<file path="config.mk">
export PLATFORM = sky130hd
export DESIGN_NAME = vga_pixel_fetch_rgb888
export DESIGN_NICKNAME = d
export VERILOG_FILES = /design/src/rtl/vga_pixel_fetch_rgb888.sv
export SDC_FILE = /design/constraint.sdc
export NUM_CORES = 1
export LEC_CHECK = 0
export CAP_MARGIN = 25
export CORE_MARGIN = 2
export CORE_UTILIZATION = 39
export DETAILED_ROUTE_END_ITERATION = 7
export PLACE_DENSITY = 0.66
export SYNTH_ARGS = -nofsm -noshare
export SYNTH_HDL_FRONTEND = slang
export SYNTH_SLANG_ARGS = --single-unit
</file>
<file path="constraint.sdc">
create_clock -name clk -period 2.2 [get_ports clk]
set_input_delay 0.22 -clock clk [delete_from_list [all_inputs] [get_ports clk]]
set_output_delay 0.22 -clock clk [all_outputs]
set_load 0.005 [all_outputs]
</file>
<file path="src/rtl/vga_pixel_fetch_rgb888.sv">
// VGA 640x480@60 timing generator with 2x-upscaled RGB565 framebuffer fetch and RGB888 output.
// Sideband (act/sync/address/pattern select) is delayed to line up with the returning read data.
module vga_pixel_fetch_rgb888 #(
  parameter int H_ACTIVE = 640,
  parameter int H_FP     = 16,
  parameter int H_SYNC   = 96,
  parameter int H_BP     = 48,
  parameter int V_ACTIVE = 480,
  parameter int V_FP     = 10,
  parameter int V_SYNC   = 2,
  parameter int V_BP     = 33,
  parameter int RAM_LAT  = 1   // legal 1..3; the fb_addr register counts as the first clock
) (
  input  logic        clk,
  input  logic        rst_n,
  input  logic        test_pattern,
  output logic [16:0] fb_addr,
  input  logic [15:0] fb_data,
  output logic [23:0] pixel_out,
  output logic [16:0] pixel_addr,
  output logic        active_area,
  output logic        hsync,
  output logic        vsync,
  output logic        frame_start
);

  localparam int H_TOTAL = H_ACTIVE + H_FP + H_SYNC + H_BP;
  localparam int V_TOTAL = V_ACTIVE + V_FP + V_SYNC + V_BP;
  localparam int HW      = $clog2(H_TOTAL);
  localparam int VW      = $clog2(V_TOTAL);
  localparam int SBW     = 22;
  // Sideband word: {first, tp, vs, hs, act, addr[16:0]}; idle = inactive with syncs deasserted.
  localparam logic [SBW-1:0] SB_IDLE = {1'b0, 1'b0, 1'b1, 1'b1, 1'b0, 17'd0};

  logic [HW-1:0]  r_h_cnt;
  logic [VW-1:0]  r_v_cnt;
  logic           w_act0;
  logic           w_hs0;
  logic           w_vs0;
  logic           w_first0;
  logic [8:0]     w_x0;
  logic [7:0]     w_y0;
  logic [16:0]    w_addr0;
  logic [SBW-1:0] w_sb0;
  logic [SBW-1:0] r_sb [0:RAM_LAT-1];
  logic [SBW-1:0] w_sb_d;
  logic           w_act_d;
  logic [23:0]    w_bar_rgb;
  logic [23:0]    w_conv_rgb;
  logic [23:0]    w_pix_d;
  logic [16:0]    r_fb_addr;
  logic [23:0]    r_pixel;
  logic [16:0]    r_pixel_addr;
  logic           r_act;
  logic           r_hs;
  logic           r_vs;
  logic           r_fs;

  always_ff @(posedge clk or negedge rst_n) begin
    if (!rst_n) begin
      r_h_cnt <= '0;
      r_v_cnt <= '0;
    end else if (r_h_cnt == HW'(H_TOTAL - 1)) begin
      r_h_cnt <= '0;
      r_v_cnt <= (r_v_cnt == VW'(V_TOTAL - 1)) ? '0 : r_v_cnt + VW'(1);
    end else begin
      r_h_cnt <= r_h_cnt + HW'(1);
    end
  end

  assign w_act0   = (r_h_cnt < HW'(H_ACTIVE)) && (r_v_cnt < VW'(V_ACTIVE));
  assign w_hs0    = !((r_h_cnt >= HW'(H_ACTIVE + H_FP)) && (r_h_cnt < HW'(H_ACTIVE + H_FP + H_SYNC)));
  assign w_vs0    = !((r_v_cnt >= VW'(V_ACTIVE + V_FP)) && (r_v_cnt < VW'(V_ACTIVE + V_FP + V_SYNC)));
  assign w_first0 = (r_h_cnt == '0) && (r_v_cnt == '0);
  assign w_x0     = 9'(r_h_cnt >> 1);
  assign w_y0     = 8'(r_v_cnt >> 1);
  assign w_addr0  = w_act0 ? {w_y0, w_x0} : 17'd0;
  assign w_sb0    = {w_first0 & w_act0, test_pattern, w_vs0, w_hs0, w_act0, w_addr0};

  always_ff @(posedge clk or negedge rst_n) begin
    if (!rst_n) begin
      r_fb_addr <= 17'd0;
      for (int i = 0; i < RAM_LAT; i++) r_sb[i] <= SB_IDLE;
    end else begin
      r_fb_addr <= w_addr0;
      r_sb[0]   <= w_sb0;
      for (int i = 1; i < RAM_LAT; i++) r_sb[i] <= r_sb[i-1];
    end
  end

  // The last sideband stage is aligned with fb_data for the same pixel.
  assign w_sb_d  = r_sb[RAM_LAT-1];
  assign w_act_d = w_sb_d[17];

  always_comb begin
    w_bar_rgb = 24'h000000;
    case (w_sb_d[8:6])
      3'd0:    w_bar_rgb = 24'hFFFFFF;
      3'd1:    w_bar_rgb = 24'hFFFF00;
      3'd2:    w_bar_rgb = 24'h00FFFF;
      3'd3:    w_bar_rgb = 24'h00FF00;
      3'd4:    w_bar_rgb = 24'hFF00FF;
      default: w_bar_rgb = 24'h000000;
    endcase
  end

  assign w_conv_rgb = {fb_data[15:11], fb_data[15:13],
                       fb_data[10:5],  fb_data[10:9],
                       fb_data[4:0],   fb_data[4:2]};
  assign w_pix_d    = !w_act_d ? 24'h000000 : (w_sb_d[20] ? w_bar_rgb : w_conv_rgb);

  always_ff @(posedge clk or negedge rst_n) begin
    if (!rst_n) begin
      r_pixel      <= 24'h000000;
      r_pixel_addr <= 17'd0;
      r_act        <= 1'b0;
      r_hs         <= 1'b1;
      r_vs         <= 1'b1;
      r_fs         <= 1'b0;
    end else begin
      r_pixel      <= w_pix_d;
      r_pixel_addr <= w_act_d ? w_sb_d[16:0] : 17'd0;
      r_act        <= w_act_d;
      r_hs         <= w_sb_d[18];
      r_vs         <= w_sb_d[19];
      r_fs         <= w_sb_d[21] & w_act_d;
    end
  end

  assign fb_addr     = r_fb_addr;
  assign pixel_out   = r_pixel;
  assign pixel_addr  = r_pixel_addr;
  assign active_area = r_act;
  assign hsync       = r_hs;
  assign vsync       = r_vs;
  assign frame_start = r_fs;

endmodule

</file>
* Word level (Yosys, flattened, before mapping)
Cells that the tools add are included.
W data, S select, Z words.
** Storage, ports and cells
- Flip-flop bits (word level) :: 104
- Input bits :: 19
- Logic and storage cells :: 42
** Cells by class
- Bitwise logic cells :: 2
- Reductions and logical operators :: 9
- Eq/ne operators :: 6
- Mux-type cells :: 7
- $lt $le $gt $ge :: 6
- Add/sub/neg operators :: 2
** Operators with widths (number)
- $pmux W24 S5 :: 1
- $mux W24 :: 2
- $mux W17 :: 2
- $add A10 B1 Y10 const B :: 2
- $eq A10 B10 Y1 const B :: 2
- $logic_not A10 Y1 :: 2
- $lt A10 B10 Y1 const B :: 2
- $lt A10 B9 Y1 const B :: 2
- $mux W10 :: 2
- $ge A10 B10 Y1 const B :: 1
- $ge A10 B9 Y1 const B :: 1
- $eq A3 B2 Y1 const B :: 2
- $logic_and A1 B1 Y1 :: 4
- $eq A3 B1 Y1 const B :: 1
- $eq A3 B3 Y1 const B :: 1
- $logic_not A3 Y1 :: 1
- $and A1 B1 Y1 :: 2
- $logic_not A1 Y1 :: 2

* Logic depth before layout (Yosys ltp)
Gate-level depths: netlist of run 1.
- Word-level depth :: 4
- Mapped depth :: 6
- Mapped depth without buffers :: 6

* Worst setup path after synthesis of run 1
No wires, ideal clock.
- Kind :: reg2reg
- From :: register r_h_cnt[6]
- To :: register r_v_cnt[4]
- Stages on the path, launching flop included :: 6
- Period minus slack after synthesis :: 1.771 ns
- Data arrival time :: 1.644 ns
- Setup time :: 0.127 ns
- Path buffers :: 1
- Setup slack :: 0.429 ns
- Cell sequence :: dfrtp_1 buf_6 or4b_4 nor3_4 nand4_1 mux2_1
** On the way
- Word-level cells in the longest chain between the ends :: 1
** RTL lines
- from (decl) :: RTL line 35 : logic [HW-1:0] r_h_cnt;
- from (signal assigned) :: RTL line 67 : r_h_cnt <= r_h_cnt + HW'(1);
- $eq A10 B10 Y1 :: RTL line 63 : end else if (r_h_cnt == HW'(H_TOTAL - 1)) begin
- to (signal assigned) :: RTL line 65 : r_v_cnt <= (r_v_cnt == VW'(V_TOTAL - 1)) ? '0 : r_v_cnt + VW'(1);
- to (decl) :: RTL line 36 : logic [VW-1:0] r_v_cnt;
No other way between the ends.
A chain may end at the register's enable or synchronous reset.

* Worst setup path in the final report of run 1
- From :: register r_h_cnt[7]
- To :: register r_v_cnt[4]
Same word-level chain as after synthesis.

==> metrics.csv, run 1 <==
stage;metric;value;unit
outcome;status;completed;
global_route;first-pass GRT wire length;10200;um
global_route;Most Crowded Layer GR;met2;
global_route;Total Routing Usage GR;0.151;
routing;DR pass1 iterations;4;
timing;final max-slew violation count;0;
layout;Post-Layout Cell Count;443;
worst_setup_path;CP Capture Type;flop;
clock_tree;clock sinks;79;
synthesis;Mapped Avg Cell Area;11.7;sq um
floorplan;Starting Density;0.396;
worst_setup_path;CP cell instances;or4b_4 -> nor3_4 -> nand4_1 -> mux2_1;
synthesis;synthesized area;3210;sq um
synthesis;syn_nets;298;
clock_tree;CTS tree;done;
power_and_ir_drop;static leakage;1.85;nW
routing;WL per Instance;14.4;um
placed_design;dpl hpwl;4610;um
placed_design;placed insts;426;
clock_tree;post-CTS setup buffer count;0;
flow_run;Max Cap Viol;0;
synthesis;Post-synth EDFFs;0;
clock_tree;clock latency on the worst-skew pair;0.35;ns
timing;unrepaired setup endpoints after global routing;false;
layout;ratio of cells with drive above 1 in the final layout;0.0858;
worst_setup_path;critical path fanouts, max;7;
global_route;antenna violations before repair;0;
placed_design;IO buf count;80;
clock_tree;CTS root buf;clkbuf_8;
placed_design;GPL Wtd Cong;0.916;
power_and_ir_drop;peak supply drop;324;uV
global_route;Global Route met2 Usage;0.246;
routing;WL final;6370;um
power_and_ir_drop;Final Power;2.89;mW
layout;Ant. Diodes;0;
worst_setup_path;Worst Setup EP;r_v_cnt[4];
worst_setup_path;reg2reg start;r_h_cnt[7];
layout;Layout area overhead;30.4;%
synthesis;number of distinct library cells after synthesis;38;
routing;DRC viols;0;
worst_setup_path;CP Data Required Time;2.43;ns
worst_setup_path;Worst EP arrival;2.08;ns
routing;Starting DRT DRC Count;97;
global_route;largest net degree at the start of global routing;48;
timing;Fmax;0.542;GHz
floorplan;Die Ht;94.7;um
floorplan;core area;8090;sq um
global_route;GRT met1 Usage;0.189;
worst_setup_path;FF-to-FF End;r_v_cnt[4];
min_path;min-delay worst type;primary input to flop;
timing;Rel. slew slack;0.602;
timing;final-report hold violation count;0;
timing;Setup Skew;0.0109;ns
floorplan;I/O Pins;81;
timing;Setup TNS;0;ns
floorplan;# rows;33;
floorplan;width of the die;94.7;um
synthesis;ys async rst share;1.00;
synthesis;Top FF cell, synth;dfrtp_1;
global_route;met3 Usage GRT;0.0535;
timing;hold_ws;0.313;ns
timing;Worst Tran Pin Value;0.590;ns
synthesis;number of synthesized register bits;79;
timing;Tcrit/Tclk final;0.838;
clock_tree;CTS max path bufs;2;
global_route;vias in the first global route;2085;
worst_setup_path;classification of the worst setup path;flop to flop;
clock_tree;Worst-path clk slew;0.08;ns
clock_tree;H-tree Lvls;3;
power_and_ir_drop;pwr dens;691;nW/um^2
worst_setup_path;CP Launch Point;r_h_cnt[7];
synthesis;Post-Synthesis Cells;275;
floorplan;die area;8960;sq um
routing;Final ANT Viol Nets;0;
global_route;Overflow after GRT;0;
routing;Vias;2142;
timing;final setup vio count;0;
layout;Final #Nets;356;
clock_tree;Inserted Clock Buffers;9;
synthesis;yosys warns;0;
worst_setup_path;CP Launch Type;flop;
synthesis;Seq/Total Area, Yosys;0.618;
timing;fin crit period;1.84;ns
worst_setup_path;CP max stage cell;or4b_4;
worst_setup_path;R2R cell count;4;
worst_setup_path;Max stage delay on crit path;0.62;ns
routing;vias per cell;4.84;
worst_setup_path;r2r setup slk;0.36;ns
==> what timing repair did <==
item                      4_1_cts  5_1_grt
hold endpoints to repair       30        0
resized for setup               0        0
hold buffers                    1        0
==> cell usage in the layout, fill, tap and decap left out, drive strengths merged, types with 6 or more instances in the layout <==
| cell type | instances |
|---|---|
| a21boi | 6 |
| and2 | 33 |
| clkbuf | 9 |
| clkdlybuf4s50 | 79 |
| dfrtp | 75 |
| inv | 7 |
| nand2 | 11 |
| nand3 | 10 |
| nand4 | 7 |
| nor2 | 26 |
| nor4 | 8 |
| o21ai | 7 |
==> cell usage after synthesis, drive strengths merged (2+ instances only) <==
cell	number	area share
nor4	8	0.020
a21boi	6	0.014
dfrtp	75	0.59
ha	4	0.016
clkbuf	8	0.0094
inv	6	0.0070
nand2	11	0.013
and3	4	0.0078
buf	30	0.069
nand2b	4	0.0078
xor2	5	0.014
nand3	10	0.016
o21ai	7	0.011
dfstp	4	0.033
xnor2	5	0.014
and4	2	0.0055
nor3	3	0.0098
nor2	26	0.030
a31oi	3	0.0059
nand4	7	0.014
and2	33	0.064
a21oi	3	0.0047
==> registers in the layout (all words and copies together), names as in the netlist <==
name and cells:
hsync 1, active_area 1, r_sb 6, vsync 1, pixel_addr 17, fb_addr 16, pixel_out 16, r_h_cnt 10
r_v_cnt 10, frame_start 1
==> worst max-delay path, delay by kind of cell, from the launching register on <==
kind	cells	cell delay (ns)
flip-flops	1	0.46
multiplexers	1	0.34
AND/OR/NAND/NOR	3	0.94
==> final cells by class <==
class | instances | area, sq um
Clock buffer | 9 | 124
Clock inverter | 7 | 120
Fill cell | 752 | 3910
Inverter | 6 | 22.5
Multi-Input combinational cell | 152 | 950
Sequential cell | 79 | 1980
Tap cell | 105 | 131
Timing Repair Buffer | 85 | 851
==> how the worst min path moves through the flow <==
stage | startpoint | end | slack, ns | cells after the start
after floorplan | rst_n | active_area | -0.08 | 0
after global placement | rst_n | pixel_out[13] | 0.18 | 1
after detailed placement | rst_n | active_area | 0.19 | 1
after CTS | test_pattern | r_sb[20] | 0.29 | 1
after global routing | test_pattern | r_sb[20] | 0.31 | 1
final | test_pattern | r_sb[20] | 0.31 | 1
==> power by group <==
group          leakage (nW)  switching (mW)  internal (mW)
Combinational         0.754          0.0543         0.0786
Sequential            0.979         0.00887           1.47
Clock                 0.120           0.523          0.757
==> per-layer routing <==
layer / wire, um / vias up
li1: - / 1003
met1: 2650 / 1050
met2: 3140 / 79
met3: 499 / 10
met4: 80 / 0
met5: 0 / -
==> per-stage QoR <==
| step | area [sq um] | setup slack, ns | util |
|---|---|---|---|
| after floorplan | 3210 | 0.429 | - |
| after global placement | 3930 | 0.410 | 0.485 |
| after detailed placement | 3930 | 0.366 | 0.485 |
| after CTS | 4180 | 0.347 | 0.517 |
| after global routing | 4180 | 0.241 | 0.517 |
| final | 4180 | 0.356 | 0.517 |
==> kinds of logic after synthesis <==
group                    after synthesis  share of synthesized area
multiplexers                           1                    0.00351
XOR/XNOR                              10                     0.0273
AO/OA/AOI/OAI                         24                     0.0480
AND/OR/NAND/NOR                      113                      0.202
buffers and inverters                 44                     0.0855
flip-flops                            79                      0.618
adder cells (fa/ha/maj)                4                     0.0156
Power figures use the tool's default switching activity.
==> run 2, diff against run 1 <==
Clock period 2.2 ns to 1.76 ns, I/O delays scaled along.
==> metrics.csv, run 2 (synthesized netlist as in run 1, its figures left out) <==
stage;metric;value;unit;change
floorplan;Starting Density;0.396;;unchanged
placed_design;Place WS;0.0273;ns;-0.339 ns
global_route;Total Routing Usage GR;0.153;;+0.00120
power_and_ir_drop;static leakage;1.92;nW;+3.6%
worst_setup_path;CP Launch Point;r_h_cnt[6];;
global_route;vias in the first global route;2038;;-2.3%
layout;commonest non-fill, non-tap cell in the layout;clkdlybuf4s50_1;;
power_and_ir_drop;sw frac;0.232;;+0.0297
power_and_ir_drop;Reg power frac;0.565;;+0.054
power_and_ir_drop;pwr dens;763;nW/um^2;+10%
layout;number of flip-flops in the largest register;17;;unchanged
min_path;Hold Path End;r_sb[20];;
placed_design;placed insts;441;;+3.5%
worst_setup_path;CP cell instances;or4b_4 -> nor3_4 -> nand4_1 -> mux2_1;;
power_and_ir_drop;Psw;0.758;mW;+29%
timing;final max-slew violation count;0;;unchanged
placed_design;dpl hpwl;4680;um;+1.7%
power_and_ir_drop;Pint;2.50;mW;+8.6%
routing;WL per Instance;13.9;um;-3.4%
worst_setup_path;CP bufs+invs;0;;unchanged
clock_tree;clock sinks;79;;unchanged
worst_setup_path;classification of the worst setup path;flop to flop;;
min_path;HP Start;test_pattern;;
timing;fin worst setup slack;0.0742;ns;-0.282 ns
worst_setup_path;CP Capture Type;flop;;
routing;vias per cell;4.66;;-3.6%
power_and_ir_drop;Clock power frac;0.382;;-0.061
clock_tree;Worst-path clk slew;0.08;ns;about the same
clock_tree;H-tree Lvls;3;;unchanged
timing;final-report hold violation count;0;;unchanged
worst_setup_path;Worst EP arrival;1.92;ns;-0.16 ns
layout;Layout area overhead;33.2;%;
worst_setup_path;r2r setup slk;0.07;ns;-0.28 ns
floorplan;width of the die;94.7;um;unchanged
outcome;status;completed;;
global_route;largest net degree at the start of global routing;46;;-4.2%
routing;DRC viols;0;;unchanged
timing;hold_ws;0.271;ns;-0.0426 ns
worst_setup_path;FF-to-FF End;r_v_cnt[4];;
power_and_ir_drop;combinational share of power;0.052;;+0.006
worst_setup_path;reg2reg start;r_h_cnt[6];;
clock_tree;CTS root buf;clkbuf_8;;
clock_tree;clock latency on the worst-skew pair;0.35;ns;about the same
worst_setup_path;R2R cell count;4;;unchanged
timing;fin crit period;1.69;ns;-0.158 ns
timing;final setup vio count;0;;unchanged
timing;Setup Skew;0.0119;ns;+0.00100 ns
global_route;first-pass GRT wire length;10300;um;+0.82%
clock_tree;CTS max path bufs;2;;unchanged
worst_setup_path;CP max stage cell;or4b_4;;
layout;Ant. Diodes;0;;unchanged
routing;Starting DRT DRC Count;75;;-23%
worst_setup_path;CP Data Required Time;1.99;ns;-0.44 ns
layout;Post-Layout Cell Count;462;;+4.3%
floorplan;core area;8090;sq um;unchanged
worst_setup_path;critical path fanouts, max;4;;-3
power_and_ir_drop;peak supply drop;366;uV;+13%
floorplan;die area;8960;sq um;unchanged
timing;Worst Tran Pin Value;0.564;ns;-0.0264 ns
global_route;antenna violations before repair;0;;unchanged
layout;ratio of cells with drive above 1 in the final layout;0.134;;+0.0487
worst_setup_path;CP Launch Type;flop;;
floorplan;Die Ht;94.7;um;unchanged
clock_tree;CTS tree;done;;
flow_run;Max Cap Viol;0;;unchanged
timing;unrepaired setup endpoints after global routing;false;;
global_route;Overflow after GRT;0;;unchanged
floorplan;# rows;33;;unchanged
worst_setup_path;Max stage delay on crit path;0.59;ns;-0.03 ns
worst_setup_path;critical path's top delay family;simple AND/OR/NAND/NOR gates;;
placed_design;IO buf count;80;;unchanged
timing;Tcrit/Tclk final;0.958;;+0.120
routing;Final ANT Viol Nets;0;;unchanged
layout;Final #Nets;375;;+5.3%
timing;Fmax;0.593;GHz;+9.4%
routing;WL final;6420;um;+0.79%
routing;DR pass1 iterations;4;;unchanged
routing;Vias;2154;;+0.56%
min_path;Cells on Worst Hold Path;1;;unchanged
timing;Rel. slew slack;0.620;;+0.0178
placed_design;GPL Wtd Cong;0.846;;-7.6%
clock_tree;Inserted Clock Buffers;9;;unchanged
floorplan;I/O Pins;81;;unchanged
layout;most frequent cells in the layout;clkdlybuf4s50_1 (79), dfrtp_1 (75), and2_1 (33);;
min_path;min-delay worst type;primary input to flop;;
[run 2: power groups by stage]
| stage | clock network [mW] | logic [mW] | registers [mW] |
|---|---|---|---|
| 2_1_floorplan | 0 | 0.0358 | 1.88 |
| 3_3_place_gp | 0 | 0.173 | 1.88 |
| 3_5_place_dp | 0 | 0.173 | 1.88 |
| 4_1_cts | 1.29 | 0.176 | 1.84 |
| 5_1_grt | 1.38 | 0.192 | 1.85 |
| 6_report | 1.25 | 0.170 | 1.84 |
[run 2: layout make-up]
type                       instances  area [sq um]
fill                             730          3820
sequential                        79          1980
timing repair buffer             104           997
multi-input combinational        152           950
clock buffer                      10           138
tap                              105           131
clock inverter                     6          50.0
inverter                           6          22.5
[run 2: per-stage QoR]
step                utilization  area, sq um  setup TNS (ns)  total power, mW
floorplan                     -         3210         -0.0111             1.92
global placement          0.499         4040               0             2.05
detailed placement        0.499         4040               0             2.05
CTS                       0.524         4240               0             3.30
global route              0.528         4270               0             3.42
finish                    0.528         4270               0             3.26
[run 2: worst max-delay path by stage]
stage / to / slack (ns) / depth (start not counted)
2_1_floorplan: r_v_cnt[4] / -0.01 / 5
3_3_place_gp: r_v_cnt[7] / 0.08 / 4
3_5_place_dp: r_v_cnt[9] / 0.03 / 4
4_1_cts: r_v_cnt[9] / 0.01 / 4
5_1_grt: r_v_cnt[4] / 0.008 / 4
6_report: r_v_cnt[4] / 0.07 / 4
[run 2: metal layers]
layer	GRT usage	routed length, um	up-vias	share of wire
met4	0.0773	93	0	0.014
met1	0.182	2620	1033	0.41
li1	-	-	1036	-
met3	0.0391	484	7	0.075
met2	0.256	3220	78	0.50
met5	0	0	-	0
[run 2: repair_timing]
action / CTS / global route
buffers inserted: 0 / 4
gates resized for setup: 0 / 1
hold endpoints to repair: 32 / 0
hold buffers: 1 / 0
setup endpoints to repair: 0 / 5
==> run 3, diff against run 2 <==
Settings changed: CAP_MARGIN 25 to 40, REMOVE_ABC_BUFFERS from default to 1.
==> metrics.csv, run 3 (synthesized netlist as in run 1, its figures left out) <==
stage;metric;value;unit;change
outcome;status;completed;;
min_path;min-delay worst type;primary input to asynchronous set/reset pin;;
placed_design;GPL Wtd Cong;0.776;;-8.3%
placed_design;IO buf count;80;;unchanged
worst_setup_path;CP Capture Type;flop;;
timing;Setup Skew;0.00764;ns;-0.00422 ns
routing;Final ANT Viol Nets;0;;unchanged
global_route;largest net degree at the start of global routing;45;;-2.2%
timing;final max-slew violation count;0;;unchanged
global_route;antenna violations before repair;0;;unchanged
worst_setup_path;CP Launch Type;flop;;
routing;Starting DRT DRC Count;62;;-17%
worst_setup_path;R2R cell count;4;;unchanged
layout;most frequent cells in the layout;clkdlybuf4s50_1 (79), dfrtp_1 (75), and2_1 (33);;
global_route;first-pass GRT wire length;9950;um;-3.1%
worst_setup_path;reg2reg start;r_h_cnt[7];;
worst_setup_path;classification of the worst setup path;flop to flop;;
layout;multi-input logic area;952;sq um;+0.26%
clock_tree;CTS root buf;clkbuf_8;;
worst_setup_path;r2r setup slk;0.08;ns;about the same
clock_tree;Inserted Clock Buffers;9;;unchanged
layout;Final #Nets;372;;-0.80%
clock_tree;CTS tree;done;;
worst_setup_path;FF-to-FF End;r_v_cnt[4];;
placed_design;area post-placement;4020;sq um;-0.37%
routing;Vias;2154;;unchanged
flow_run;Max Cap Viol;0;;unchanged
timing;final-report hold violation count;0;;unchanged
global_route;vias in the first global route;2000;;-1.9%
floorplan;# rows;33;;unchanged
timing;Tcrit/Tclk final;0.955;;-0.00256
power_and_ir_drop;pwr dens;837;nW/um^2;+9.7%
clock_tree;Worst-path clk slew;0.08;ns;about the same
routing;WL per Instance;13.6;um;-2.2%
timing;Worst Tran Pin Value;0.537;ns;-0.0273 ns
floorplan;die area;8960;sq um;unchanged
clock_tree;clock latency on the worst-skew pair;0.34;ns;about the same
floorplan;Die Ht;94.7;um;unchanged
power_and_ir_drop;static leakage;1.93;nW;+0.75%
timing;Rel. slew slack;0.639;;+0.0184
layout;Ant. Diodes;0;;unchanged
routing;DR pass1 iterations;4;;unchanged
layout;Layout fillers;725;;-0.68%
floorplan;core area;8090;sq um;unchanged
layout;commonest non-fill, non-tap cell in the layout;clkdlybuf4s50_1;;
global_route;Overflow after GRT;0;;unchanged
clock_tree;CTS max path bufs;2;;unchanged
global_route;Total Routing Usage GR;0.145;;-0.00725
routing;vias per cell;4.69;;+0.65%
worst_setup_path;Worst EP arrival;1.91;ns;about the same
layout;Layout area overhead;34.3;%;
timing;fin crit period;1.68;ns;-0.00450 ns
layout;ratio of cells with drive above 1 in the final layout;0.130;;-0.00451
floorplan;Starting Density;0.396;;unchanged
worst_setup_path;critical path fanouts, max;4;;unchanged
layout;number of flip-flops in the largest register;17;;unchanged
layout;register area;1980;sq um;unchanged
placed_design;dpl hpwl;4480;um;-4.5%
power_and_ir_drop;peak supply drop;356;uV;-2.6%
routing;WL final;6240;um;-2.8%
clock_tree;clock sinks;79;;unchanged
timing;unrepaired setup endpoints after global routing;false;;
floorplan;I/O Pins;81;;unchanged
worst_setup_path;CP Data Required Time;1.98;ns;about the same
layout;fin area;4310;sq um;+0.85%
timing;Fmax;0.595;GHz;+0.27%
timing;final setup vio count;0;;unchanged
timing;hold_ws;0.203;ns;-0.0678 ns
clock_tree;H-tree Lvls;3;;unchanged
routing;DRC viols;0;;unchanged
worst_setup_path;CP Launch Point;r_h_cnt[7];;
floorplan;width of the die;94.7;um;unchanged
run 3: metal layers:
| layer | part of all wire | GRT usage | vias up |
|---|---|---|---|
| met5 | 0 | 0 | - |
| met4 | 0.015 | 0.0652 | 0 |
| met3 | 0.077 | 0.0383 | 10 |
| met2 | 0.48 | 0.233 | 73 |
| met1 | 0.43 | 0.186 | 1031 |
| li1 | - | - | 1040 |
run 3: layout make-up:
| cell class | instances | area share |
|---|---|---|
| clock inverter | 7 | 0.0279 |
| inverter | 6 | 0.00523 |
| multi-input combinational | 152 | 0.221 |
| tap | 105 | 0.0305 |
| sequential | 79 | 0.460 |
| clock buffer | 9 | 0.0288 |
| timing repair buffer | 101 | 0.226 |
run 3: through the flow:
step	utilization	cells	power (mW)	setup slack, ns	TNS (ns)
after global placement	0.497	439	2.05	0.0851	0
after global routing	0.532	459	3.76	0.0147	0
after CTS	0.529	456	3.65	0.0313	0
final	0.532	459	3.61	0.0787	0
after detailed placement	0.497	439	2.05	0.0383	0
after floorplan	-	237	1.90	-0.149	-0.149
run 3: how the worst max path moves through the flow:
stage	cells past startpoint	slack (ns)	to
finish	4	0.08	r_v_cnt[4]
floorplan	4	-0.15	r_v_cnt[4]
detailed placement	4	0.04	r_v_cnt[7]
global placement	4	0.09	r_v_cnt[7]
global route	5	0.01	r_v_cnt[3]
CTS	4	0.03	r_v_cnt[7]
run 3: critical path: stages (launching register included):
cell and delay [ns]:
dfrtp_1 0.38, or4b_4 0.59, nor3_4 0.16, nand4_1 0.12
mux2_1 0.32
run 3: where the power goes:
group / internal [mW] / switching [mW] / total [mW]
Sequential: 1.84 / 0.00728 / 1.84
Clock: 0.946 / 0.646 / 1.59
Combinational: 0.101 / 0.0707 / 0.172
run 3: repair_timing:
action,in CTS,in global routing
hold endpoints to repair,75,0
gates resized for setup,0,2
setup buffers,0,3
setup endpoints to repair,0,5
hold buffers,1,0
